`src/rtl/btn_cond_pkg.sv`:
```
// Shared types and default timing for the push-button conditioning slice.
package btn_cond_pkg;

    typedef enum logic [1:0] {
        LO_STABLE = 2'd0,
        LO_CHECK  = 2'd1,
        HI_STABLE = 2'd2,
        HI_CHECK  = 2'd3
    } btn_state_t;

    localparam int unsigned DEF_NUM_BTNS        = 3;
    localparam int unsigned DEF_DEBOUNCE_CYCLES = 1000000;
    localparam int unsigned DEF_RST_STRETCH     = 255;
    localparam int unsigned DEF_LONG_CYCLES     = 100000000;

    // Counter width able to hold values up to n-1, never narrower than one bit.
    function automatic int unsigned cnt_width(input int unsigned n);
        return (n < 2) ? 1 : $clog2(n);
    endfunction

endpackage

```
`src/rtl/btn_debounce.sv`:
```
// One button channel: 2-flop synchronizer, counter debouncer, level and edge pulses.
// Long-press detection is built only when BTN_COND_LONGPRESS_EN is defined.
module btn_debounce
    import btn_cond_pkg::*;
#(
    parameter int unsigned DEBOUNCE_CYCLES = DEF_DEBOUNCE_CYCLES,
    parameter int unsigned LONG_CYCLES     = DEF_LONG_CYCLES
) (
    input  logic clk_in,
    input  logic rst_in,
    input  logic btn_in,
    output logic level_out,
    output logic rise_out,
    output logic fall_out,
    output logic long_out
);

    localparam int unsigned    CW       = cnt_width(DEBOUNCE_CYCLES);
    // The STABLE-state sample counts as the first stable cycle, so CHECK finishes one early.
    localparam logic [CW-1:0]  CNT_DONE = CW'(DEBOUNCE_CYCLES - 2);

    logic          sync_q;
    logic          s_q;
    btn_state_t    state;
    logic [CW-1:0] cnt;
    logic          level_q;
    logic          rise_q;
    logic          fall_q;

    always_ff @(posedge clk_in or posedge rst_in) begin
        if (rst_in) begin
            sync_q  <= 1'b0;
            s_q     <= 1'b0;
            state   <= LO_STABLE;
            cnt     <= '0;
            level_q <= 1'b0;
            rise_q  <= 1'b0;
            fall_q  <= 1'b0;
        end else begin
            sync_q <= btn_in;
            s_q    <= sync_q;
            rise_q <= 1'b0;
            fall_q <= 1'b0;
            case (state)
                LO_STABLE: begin
                    if (s_q) begin
                        cnt   <= '0;
                        state <= LO_CHECK;
                    end
                end
                LO_CHECK: begin
                    if (!s_q) begin
                        state <= LO_STABLE;
                    end else if (cnt == CNT_DONE) begin
                        state   <= HI_STABLE;
                        level_q <= 1'b1;
                        rise_q  <= 1'b1;
                    end else begin
                        cnt <= cnt + 1'b1;
                    end
                end
                HI_STABLE: begin
                    if (!s_q) begin
                        cnt   <= '0;
                        state <= HI_CHECK;
                    end
                end
                HI_CHECK: begin
                    if (s_q) begin
                        state <= HI_STABLE;
                    end else if (cnt == CNT_DONE) begin
                        state   <= LO_STABLE;
                        level_q <= 1'b0;
                        fall_q  <= 1'b1;
                    end else begin
                        cnt <= cnt + 1'b1;
                    end
                end
                default: state <= LO_STABLE;
            endcase
        end
    end

    assign level_out = level_q;
    assign rise_out  = rise_q;
    assign fall_out  = fall_q;

`ifdef BTN_COND_LONGPRESS_EN
    localparam int unsigned    LW        = cnt_width(LONG_CYCLES + 1);
    localparam logic [LW-1:0]  HOLD_FIRE = LW'(LONG_CYCLES - 1);
    localparam logic [LW-1:0]  HOLD_SAT  = LW'(LONG_CYCLES);

    logic [LW-1:0] hold;
    logic          long_q;

    // Saturating one past the fire point is what blocks a repeat pulse until a fresh press.
    always_ff @(posedge clk_in or posedge rst_in) begin
        if (rst_in) begin
            hold   <= '0;
            long_q <= 1'b0;
        end else begin
            long_q <= 1'b0;
            if (state == LO_CHECK && s_q && cnt == CNT_DONE) begin
                hold <= '0;
            end else if (state == HI_STABLE && s_q) begin
                if (hold == HOLD_FIRE) long_q <= 1'b1;
                if (hold != HOLD_SAT)  hold   <= hold + 1'b1;
            end
        end
    end

    assign long_out = long_q;
`else
    assign long_out = 1'b0;
`endif

endmodule

```
`src/rtl/btn_cond.sv`:
```
// Push-button front end: per-channel debouncers plus stretched system reset from channel 0.
// Optional long-press pulses are enabled by BTN_COND_LONGPRESS_EN.
module btn_cond
    import btn_cond_pkg::*;
#(
    parameter int unsigned NUM_BTNS        = DEF_NUM_BTNS,
    parameter int unsigned DEBOUNCE_CYCLES = DEF_DEBOUNCE_CYCLES,
    parameter int unsigned RST_STRETCH     = DEF_RST_STRETCH,
    parameter int unsigned LONG_CYCLES     = DEF_LONG_CYCLES
) (
    input  logic                clk_in,
    input  logic                rst_in,
    input  logic [NUM_BTNS-1:0] btn_in,
    output logic [NUM_BTNS-1:0] level_out,
    output logic [NUM_BTNS-1:0] rise_out,
    output logic [NUM_BTNS-1:0] fall_out,
    output logic                sys_rst_out,
    output logic [NUM_BTNS-1:0] long_out
);

    localparam int unsigned   SW       = cnt_width(RST_STRETCH + 1);
    localparam logic [SW-1:0] SW_RELOAD = SW'(RST_STRETCH);

    for (genvar i = 0; i < NUM_BTNS; i++) begin : g_btn
        btn_debounce #(
            .DEBOUNCE_CYCLES (DEBOUNCE_CYCLES),
            .LONG_CYCLES     (LONG_CYCLES)
        ) u_debounce (
            .clk_in    (clk_in),
            .rst_in    (rst_in),
            .btn_in    (btn_in[i]),
            .level_out (level_out[i]),
            .rise_out  (rise_out[i]),
            .fall_out  (fall_out[i]),
            .long_out  (long_out[i])
        );
    end

    logic [SW-1:0] stretch_cnt;
    logic          stretch_q;

    always_ff @(posedge clk_in or posedge rst_in) begin
        if (rst_in) begin
            stretch_cnt <= SW_RELOAD;
            stretch_q   <= 1'b1;
        end else if (level_out[0]) begin
            stretch_cnt <= SW_RELOAD;
            stretch_q   <= 1'b1;
        end else if (stretch_cnt != '0) begin
            stretch_cnt <= stretch_cnt - 1'b1;
            stretch_q   <= (stretch_cnt != SW'(1));
        end else begin
            stretch_q   <= 1'b0;
        end
    end

    // The reload lands one cycle after level rises; OR-ing the level covers that first cycle.
    assign sys_rst_out = stretch_q | level_out[0];

endmodule
```
`config.mk`:
```
export PLATFORM = sky130hd
export DESIGN_NAME = btn_cond
export DESIGN_NICKNAME = d
export VERILOG_FILES = /design/src/rtl/btn_cond_pkg.sv /design/src/rtl/btn_debounce.sv /design/src/rtl/btn_cond.sv
export SDC_FILE = /design/constraint.sdc
export NUM_CORES = 1
export LEC_CHECK = 0
export ABC_AREA = 1
export CORE_UTILIZATION = 25
export DETAILED_ROUTE_END_ITERATION = 8
export GPL_ROUTABILITY_DRIVEN = 0
export RECOVER_POWER = 25
export SETUP_SLACK_MARGIN = 0.05
export SYNTH_ARGS = -nofsm -noshare
export SYNTH_HDL_FRONTEND = slang
export SYNTH_SLANG_ARGS = --single-unit
```
`constraint.sdc`:
```
create_clock -name clk_in -period 2.75 [get_ports clk_in]
set_input_delay 0.275 -clock clk_in [delete_from_list [all_inputs] [get_ports clk_in]]
set_output_delay 0.275 -clock clk_in [all_outputs]
set_load 0.05 [all_outputs]
```
==> impl_metrics.json, run 1 <==
{
  "fin_nets": 762,
  "port_buffers": 14,
  "crit_type": "flop to flop",
  "ys_ff_latch": 90,
  "synth_enable_flop_cells": 0,
  "worst_slew_pin_slew_ns": 1.61,
  "violations": "capacitance limit, slew limit",
  "root_buffer": "clkbuf_16",
  "r2r_cells": 10,
  "ir_drop_mv": 0.237,
  "clkLatencyLatePin_ns": 0.35,
  "setup_tns_ns": 0,
  "dp_slack_ns": 0.502,
  "cp-startpoint": "g_btn[0].u_debounce.cnt[0]$_DFFE_PP0P_",
  "grt_pass1_vias": 4092,
  "path_max_fanout": 22,
  "period_needed_ns": 2.24,
  "drv_slew": 41,
  "die_h_um": 148,
  "p_per_area_nw_per_um2": 476,
  "cts_made_buffers": 9,
  "critPathCapture": "g_btn[0].u_debounce.cnt[15]$_DFFE_PP0P_",
  "post_cts_resized": 0,
  "synth_cell_types": 32,
  "start_kind": "flop",
  "wl_um": 11200,
  "place_area_sq_um": 5680,
  "clk_pin_slew_worst_paths_ns": 0.06,
  "setup_ws_ns": 0.506,
  "design_area_sq_um": 6010,
  "grt_pass1_wl_um": 19600,
  "drive_gt1_share_pct": 6.11,
  "dieArea_sq_um": 22000,
  "r2r-end": "g_btn[0].u_debounce.cnt[15]$_DFFE_PP0P_",
  "hold_viol": 0,
  "drtPass1Iterations": 4,
  "vias_per_cell": 4.37,
  "syn-cell-area_sq_um": 5340,
  "critPathTopFamily": "simple AND/OR/NAND/NOR gates",
  "gr-total-overflow": 0,
  "crit_chain": "inv_1 -> ha_1 -> nand2_1 -> nor2_1 -> nand3_1 -> nor2_2 -> nor2_2 -> inv_2 -> nand2_1 -> o21ai_0",
  "grt_usage_pct": 11.1,
  "hold_class": "flop to flop",
  "critPathCaptureType": "flop",
  "skew_ns": 0.00823,
  "drt_first_iter_violations": 221,
  "antenna_found_initial": 0,
  "r2r_start": "g_btn[0].u_debounce.cnt[0]$_DFFE_PP0P_",
  "slew_headroom_pct": -7.15,
  "core_area_sq_um": 21000,
  "clock.fmax_mhz": 446,
  "syn_inst": 743,
  "diodes": 0,
  "drv_cap": 1,
  "areaGrowthSynthToFinish_pct": 12.5,
  "cts_tree": "done",
  "clock_path_buffers": 2,
  "remaining_drc_errors": 0,
  "pin_count": 18,
  "cts-htree-levels": 3,
  "totalPowerFinal_mw": 2.86,
  "ant_nets": 0,
  "cp.depth": 10,
  "slowest_stage": "nor2_2",
  "dr_total_vias": 4488,
  "post_cts_buffers": 0,
  "critical_path_arrival_ns": 2.46,
  "r2r_slack_ns": 0.51,
  "setup_viol": 0,
  "final_util_pct": 28.7,
  "path_buf_inv": 2,
  "whs_ns": 0.351,
  "cts_hold_buf": 0,
  "avgSynthCellArea_sq_um": 7.19,
  "layout_common_cells": "nand2_1, nor2_1, inv_1",
  "layout_worst_path_cycle_share_pct": 81.6,
  "status": "complete, but fails checks",
  "cp.required_ns": 2.96,
  "final_cells": 1028,
  "dp_hpwl_um": 8060,
  "synthArstFlopShare_pct": 100,
  "leakagePower_nw": 2.62,
  "place_inst": 1012,
  "synth_ff_type": "dfrtp_1",
  "final_common_cell": "nand2_1",
  "yosys_warnings": 0,
  "cpPeakStageDelay_ns": 0.62,
  "clock-sinks": 90,
  "synth.yosys.seq_area_share_pct": 42.4,
  "rsz0062_at_grt": "false",
  "die_w_um": 148,
  "grt_max_degree": 51,
  "wl_per_cell_um": 10.9,
  "row_count": 53,
  "initial_core_util_pct": 25.5
}
==> power breakdown <==
part | leakage [nW] | switching, mW | internal [mW]
Combinational | 1.26 | 0.0995 | 0.0332
Clock | 0.161 | 0.547 | 0.806
Sequential | 1.20 | 0.0294 | 1.35
Total | 2.62 | 0.676 | 2.19
==> registers in the layout, indices dropped and copies added (netlist names), named ones only <==
| register | count |
|---|---|
| g_btn.u_debounce.sync_q | 3 |
| stretch_q | 1 |
| g_btn.u_debounce.rise_out | 3 |
| g_btn.u_debounce.level_out | 3 |
| g_btn.u_debounce.s_q | 3 |
| g_btn.u_debounce.state | 3 |
| g_btn.u_debounce.fall_out | 3 |
| stretch_cnt | 8 |
| g_btn.u_debounce.cnt | 60 |
==> cell type report <==
class | count | area (sq um)
clock buffers | 9 | 225
clock inverters | 7 | 103
fillers | 2295 | 14900
inverters | 85 | 325
multi-input cells | 545 | 2570
flip-flops and latches | 90 | 2260
well taps | 275 | 344
repair buffers | 17 | 175
==> cells by family after synthesis <==
kind of cell / count (synthesis) / synth area share, %
simple gates: 442 / 35.2
buf+inv: 110 / 9.60
flops: 90 / 42.4
compound gates: 67 / 6.70
xor+xnor: 24 / 3.94
fa+ha+maj: 9 / 2.11
other cells: 1 / 0.0702
==> cell usage after synthesis (2+ instances only) <==
master / count / area [sq um]
nand2_1: 230 / 863
nor2_1: 101 / 379
inv_1: 82 / 308
dfrtp_1: 81 / 2030
nand3_1: 67 / 335
o21ai_0: 44 / 220
nand4_1: 24 / 150
xor2_1: 19 / 166
buf_4: 14 / 105
o21ai_1: 12 / 60.1
dfstp_2: 9 / 236
ha_1: 9 / 113
buf_6: 5 / 56.3
xnor2_1: 5 / 43.8
nor2_2: 4 / 25.0
nor2_4: 4 / 45.0
o21bai_1: 4 / 30.0
a21oi_1: 3 / 15.0
and2_1: 3 / 18.8
buf_2: 3 / 15.0
or2_2: 3 / 18.8
clkbuf_1: 2 / 7.51
nand3_2: 2 / 20.0
nand3b_1: 2 / 15.0
nor3_1: 2 / 10.0
o211ai_1: 2 / 15.0
o21ai_2: 2 / 17.5
==> metal layers <==
metal	GRT usage, %	routed length [um]	vias up	part of all wire [%]
met1	15.0	5690	2063	51
met5	0	0	-	0
met3	3.13	454	6	4.1
met2	17.3	4950	66	44
met4	2.78	111	0	0.99
li1	-	-	2353	-
==> worst min path at each step <==
stage	start	to	cells past startpoint
finish	g_btn[2].u_debounce.sync_q$_DFF_PP0_	g_btn[2].u_debounce.s_q$_DFF_PP0_	0
global route	g_btn[2].u_debounce.sync_q$_DFF_PP0_	g_btn[2].u_debounce.s_q$_DFF_PP0_	0
CTS	rst_in	g_btn[1].u_debounce.fall_out$_DFF_PP0_	2
detailed placement	g_btn[0].u_debounce.sync_q$_DFF_PP0_	g_btn[0].u_debounce.s_q$_DFF_PP0_	0
global placement	g_btn[1].u_debounce.sync_q$_DFF_PP0_	g_btn[1].u_debounce.s_q$_DFF_PP0_	0
floorplan	btn_in[0]	g_btn[0].u_debounce.sync_q$_DFF_PP0_	0
No activity file was read; power rests on OpenSTA's default activity.
==> run 2, diff against run 1 <==
- clock period: 2.75 -> 1.9 ns (I/O delays scaled with it)
==> run 2 against run 1 <==
Die area unchanged; global-route usage increased by 0.41 points; critical path type is now flop to output pin; cell count increased by 1.4%; power increased by 48%; flip-flop and latch count unchanged; critical path depth decreased by 9; worst setup slack got worse by 0.36 ns; largest power group is now the clock network; sequential power increased by 43%; design area increased by 1.7%; clock power increased by 50%; via count increased by 2.8%; sequential share of layout area decreased by 0.65 points; the run now ends clean.
==> impl_metrics.json, run 2 (synthesis results as in run 1) <==
{
  "status": "completed",
  "port_buffers": 14,
  "wl_um": 11800,
  "dp_hpwl_um": 8300,
  "p_per_area_nw_per_um2": 692,
  "critPathTopFamily": "buffers and inverters",
  "grt_pass1_wl_um": 20500,
  "grt_pass1_vias": 4254,
  "clock_path_buffers": 2,
  "clock_power_share_pct": 47.9,
  "dieArea_sq_um": 22000,
  "swShare_pct": 24.6,
  "cpPeakStageDelay_ns": 0.82,
  "worst_slew_pin_slew_ns": 1.23,
  "place_area_sq_um": 5780,
  "top_regs": "g_btn.u_debounce.cnt x60, stretch_cnt x8",
  "vias_per_cell": 4.43,
  "diodes": 0,
  "drtPass1Iterations": 5,
  "die_h_um": 148,
  "highest_layer": "met4",
  "clock.fmax_mhz": 571,
  "clkLatencyLatePin_ns": 0.35,
  "setup_tns_ns": 0,
  "design_area_sq_um": 6110,
  "r2r_slack_ns": 0.19,
  "largest_reg_flops": 60,
  "final_cells": 1042,
  "skew_ns": 0.00739,
  "critPathCaptureType": "output pin",
  "r2r-end": "g_btn[2].u_debounce.cnt[1]$_DFFE_PP0P_",
  "setup_ws_ns": 0.148,
  "areaGrowthSynthToFinish_pct": 14.5,
  "p_int_mw": 3.19,
  "cts_hold_buf": 0,
  "nFillCells": 2303,
  "grt_usage_pct": 11.5,
  "r2r_cells": 9,
  "wl_met3_um": 477,
  "totalPowerFinal_mw": 4.23,
  "root_buffer": "clkbuf_16",
  "fin_nets": 776,
  "setup_viol": 0,
  "ir_drop_mv": 0.370,
  "pin_count": 18,
  "seq_power_share_pct": 46.8,
  "period_needed_ns": 1.75,
  "row_count": 53,
  "remaining_drc_errors": 0,
  "regMostFlops": "g_btn.u_debounce.cnt",
  "crit_chain": "clkdlybuf4s50_1",
  "rsz0062_at_grt": "false",
  "gr-total-overflow": 0,
  "wl_per_cell_um": 11.3,
  "path_buf_inv": 1,
  "cp-startpoint": "g_btn[2].u_debounce.rise_out$_DFF_PP0_",
  "min_path_cells": 0,
  "cts_made_buffers": 9,
  "place_inst": 1023,
  "drt_first_iter_violations": 325,
  "drv_slew": 0,
  "layout_common_cells": "nand2_1, nor2_1, inv_1, dfrtp_1, nand3_1",
  "cp.required_ns": 1.71,
  "wl_met1_um": 5940,
  "dp_slack_ns": 0.0128,
  "cts_tree": "done",
  "final_common_cell": "nand2_1",
  "initial_core_util_pct": 25.5,
  "drive_gt1_share_pct": 8.08,
  "start_kind": "flop",
  "core_area_sq_um": 21000,
  "cp.depth": 1,
  "ant_nets": 0,
  "dr_total_vias": 4614,
  "leakagePower_nw": 2.70,
  "slowest_stage": "clkdlybuf4s50_1",
  "crit_type": "flop to output pin",
  "hold_class": "flop to flop",
  "path_max_fanout": 1,
  "clock-sinks": 90,
  "critPathCapture": "rise_out[2]",
  "critical_path_arrival_ns": 1.56,
  "r2r_start": "g_btn[2].u_debounce.cnt[0]$_DFFE_PP0P_",
  "layout_worst_path_cycle_share_pct": 92.2,
  "drv_cap": 0,
  "slew_headroom_pct": 17.8,
  "switching_power_mw": 1.04,
  "dr_wl_met2_um": 5120,
  "antenna_found_initial": 0,
  "hold_viol": 0,
  "clk_pin_slew_worst_paths_ns": 0.07,
  "die_w_um": 148,
  "grt_max_degree": 56,
  "cts-htree-levels": 3,
  "hp-start": "g_btn[0].u_debounce.sync_q$_DFF_PP0_",
  "p_comb_share_pct": 5.3
}
==> run 2: changes by cell type in the layout (fill, tap and decap cells not counted), sizes merged <==
cell	before	now
buf	3	16
clkbuf	9	10
clkdlybuf4s50	10	8
clkinv	5	3
clkinvlp	0	1
dlygate4sd2	0	1
dlymetal6s2s	0	1
inv	85	86
==> run 2: how the worst min path moves through the flow <==
stage | endpoint
after global placement | g_btn[1].u_debounce.s_q$_DFF_PP0_
after CTS | g_btn[0].u_debounce.sync_q$_DFF_PP0_
final | g_btn[0].u_debounce.s_q$_DFF_PP0_
after global routing | g_btn[0].u_debounce.s_q$_DFF_PP0_
after detailed placement | g_btn[0].u_debounce.s_q$_DFF_PP0_
after floorplan | g_btn[0].u_debounce.sync_q$_DFF_PP0_
==> run 2: power by group through the flow <==
stage	Clock, mW	Combinational (mW)	Sequential [mW]
after global placement	0	0.231	2.02
after detailed placement	0	0.233	2.02
final	2.03	0.225	1.98
after CTS	2.08	0.235	1.98
after global routing	2.16	0.257	1.99
after floorplan	0	0.162	2.01
==> run 2: final cells by class <==
| class | instances | area (sq um) | share of cell area [%] |
|---|---|---|---|
| timing repair buffer | 31 | 264 | 4.32 |
| clock buffer | 9 | 225 | 3.68 |
| tap | 275 | 344 | 5.63 |
| clock inverter | 7 | 109 | 1.78 |
| inverter | 85 | 333 | 5.44 |
| sequential | 90 | 2260 | 37.0 |
| multi-input combinational | 545 | 2570 | 42.1 |
==> run 2: per-stage QoR <==
stage	utilization, %	hold WS, ns
floorplan	-	0.221
global placement	27.6	0.336
detailed placement	27.6	0.338
CTS	29.2	0.273
global route	29.2	0.358
finish	29.2	0.353
==> run 2: timing repair <==
action	4_1_cts	5_1_grt
setup endpoints to repair	13	41
gates cloned	0	0
setup buffers	0	3
pin swaps	0	2
gates resized for setup	2	4
==> run 2: routing by layer <==
metal / GRT usage [%] / up-vias
li1: - / 2374
met1: 15.5 / 2134
met2: 17.8 / 87
met3: 2.70 / 19
met4: 4.23 / 0
met5: 0 / -
==> run 3, diff against run 2 <==
- clock period: 1.9 -> 1.8 ns (I/O delays scaled with it)
==> run 3 against run 2 <==
Cell count rose by 1.3%; clock skew rose by 0.0012 ns; core utilization rose by 0.90 points; first-iteration DRC count fell by 25%; count of clock-buffer cells in the layout rose by 2; combinational power rose by 22%; critical path depth did not move; global-route usage fell by 0.14 points; non-clock buffer count rose by 12; sequential power rose by 6%; critical endpoint is now level_out[2]; highest routed layer unchanged.
==> impl_metrics.json, run 3 (synthesis results as in run 1) <==
{
  "status": "completed",
  "drtPass1Iterations": 5,
  "hold_class": "flop to flop",
  "ant_nets": 0,
  "layout_worst_path_cycle_share_pct": 93.4,
  "clock.fmax_mhz": 595,
  "drv_slew": 0,
  "fin_nets": 790,
  "grt_usage_pct": 11.4,
  "grt_max_degree": 30,
  "dieArea_sq_um": 22000,
  "root_buffer": "clkbuf_16",
  "pin_count": 18,
  "slowest_stage": "clkdlybuf4s50_1",
  "nFillCells": 2293,
  "final_cells": 1056,
  "remaining_drc_errors": 0,
  "vias_per_cell": 4.40,
  "drv_cap": 0,
  "wl_per_cell_um": 11.3,
  "grt_pass1_wl_um": 20200,
  "clkLatencyLatePin_ns": 0.35,
  "drt_first_iter_violations": 245,
  "crit_type": "flop to output pin",
  "skew_ns": 0.00860,
  "wl_um": 11900,
  "totalPowerFinal_mw": 4.48,
  "cts_hold_buf": 0,
  "grt_pass1_vias": 4308,
  "slew_headroom_pct": 48.7,
  "final_common_cell": "nand2_1",
  "drive_gt1_share_pct": 10.8,
  "gr-total-overflow": 0,
  "path_max_fanout": 2,
  "initial_core_util_pct": 25.5,
  "path_buf_inv": 1,
  "clk_pin_slew_worst_paths_ns": 0.06,
  "place_inst": 1028,
  "port_buffers": 14,
  "ir_drop_mv": 0.454,
  "diodes": 0,
  "register_area_sq_um": 2260,
  "layout_common_cells": "nand2_1, nor2_1, inv_1, dfrtp_1, nand3_1",
  "critical_path_arrival_ns": 1.50,
  "critPathCaptureType": "output pin",
  "largest_reg_flops": 60,
  "dp_hpwl_um": 8390,
  "period_needed_ns": 1.68,
  "cts_made_buffers": 9,
  "core_area_sq_um": 21000,
  "rsz0062_at_grt": "true",
  "start_kind": "flop",
  "crit_chain": "clkdlybuf4s50_1",
  "hold_viol": 0,
  "clock-sinks": 90,
  "cts_tree": "done",
  "setup_viol": 0,
  "clock_path_buffers": 2,
  "setup_tns_ns": 0,
  "dr_total_vias": 4643,
  "top_regs": "g_btn.u_debounce.cnt x60, stretch_cnt x8",
  "regMostFlops": "g_btn.u_debounce.cnt",
  "cpPeakStageDelay_ns": 0.81,
  "areaGrowthSynthToFinish_pct": 18.0,
  "row_count": 53,
  "antenna_found_initial": 0,
  "die_w_um": 148,
  "critPathTopFamily": "buffers and inverters",
  "multiInputGateArea_sq_um": 2600,
  "leakagePower_nw": 2.79,
  "die_h_um": 148,
  "cts-htree-levels": 3,
  "cp.required_ns": 1.62,
  "p_per_area_nw_per_um2": 711,
  "worst_slew_pin_slew_ns": 0.765,
  "final_util_pct": 30.1
}
run 3: cell count changes in the layout (fill, tap and decap cells not counted), moves of 2 or more:
cell	delta
buf_4	+9
nor2_1	-3
buf_12	+3
nor2_4	+2
clkinv_4	-2
clkbuf_8	+2
run 3: path summary, 6_finish.rpt:
kind / to / startpoint / slack (ns) / cells past startpoint
worst max-delay path: level_out[2] / g_btn[2].u_debounce.level_out$_DFFE_PP0P_ / 0.12 / 1
worst min-delay path: g_btn[1].u_debounce.s_q$_DFF_PP0_ / g_btn[1].u_debounce.sync_q$_DFF_PP0_ / 0.36 / 0
worst max register to register: g_btn[2].u_debounce.cnt[18]$_DFFE_PP0P_ / g_btn[2].u_debounce.cnt[0]$_DFFE_PP0P_ / 0.12 / 11
worst min register to register: g_btn[1].u_debounce.s_q$_DFF_PP0_ / g_btn[1].u_debounce.sync_q$_DFF_PP0_ / 0.36 / 0
max in group asynchronous: g_btn[2].u_debounce.cnt[0]$_DFFE_PP0P_ / rst_in / 0.27 / 3
min in group asynchronous: g_btn[1].u_debounce.cnt[7]$_DFFE_PP0P_ / rst_in / 0.39 / 2
run 3: power breakdown:
group / leakage (nW) / total (mW) / switching, mW / internal (mW)
Clock: 0.162 / 2.11 / 0.815 / 1.30
Combinational: 1.43 / 0.274 / 0.184 / 0.0895
Sequential: 1.20 / 2.09 / 0.0364 / 2.06
run 3: metrics by stage:
| stage | hold WS (ns) | area, sq um | setup slack [ns] |
|---|---|---|---|
| 6_report | 0.358 | 6300 | 0.120 |
| 5_1_grt | 0.369 | 6300 | 0.0175 |
| 4_1_cts | 0.210 | 6180 | 0.0669 |
| 3_5_place_dp | 0.344 | 5830 | -0.0645 |
| 3_3_place_gp | 0.337 | 5830 | -0.0184 |
| 2_1_floorplan | 0.211 | 5350 | 0.258 |
run 3: timing repair:
item / 4_1_cts / 5_1_grt
endpoints found under the hold margin: 0 / 0
gates cloned: 0 / 2
pin swaps: 1 / 5
gates resized for setup: 4 / 18
setup buffers: 2 / 8
endpoints found under the setup margin: 28 / 55
run 3: cell type report:
type	instances	share of cell area, %
Clock buffer	11	4.01
Clock inverter	5	1.35
Timing Repair inverter	2	0.318
Tap cell	275	5.46
Sequential cell	90	35.9
Timing Repair Buffer	43	6.18
Multi-Input combinational cell	545	41.3
Inverter	85	5.44
run 3: metal layers:
| metal | vias to the layer above | global-route usage (%) | wire length, um |
|---|---|---|---|
| li1 | 2404 | - | - |
| met1 | 2134 | 15.0 | 5940 |
| met2 | 90 | 18.1 | 5380 |
| met3 | 15 | 2.70 | 462 |
| met4 | 0 | 4.07 | 165 |
| met5 | - | 0 | 0 |
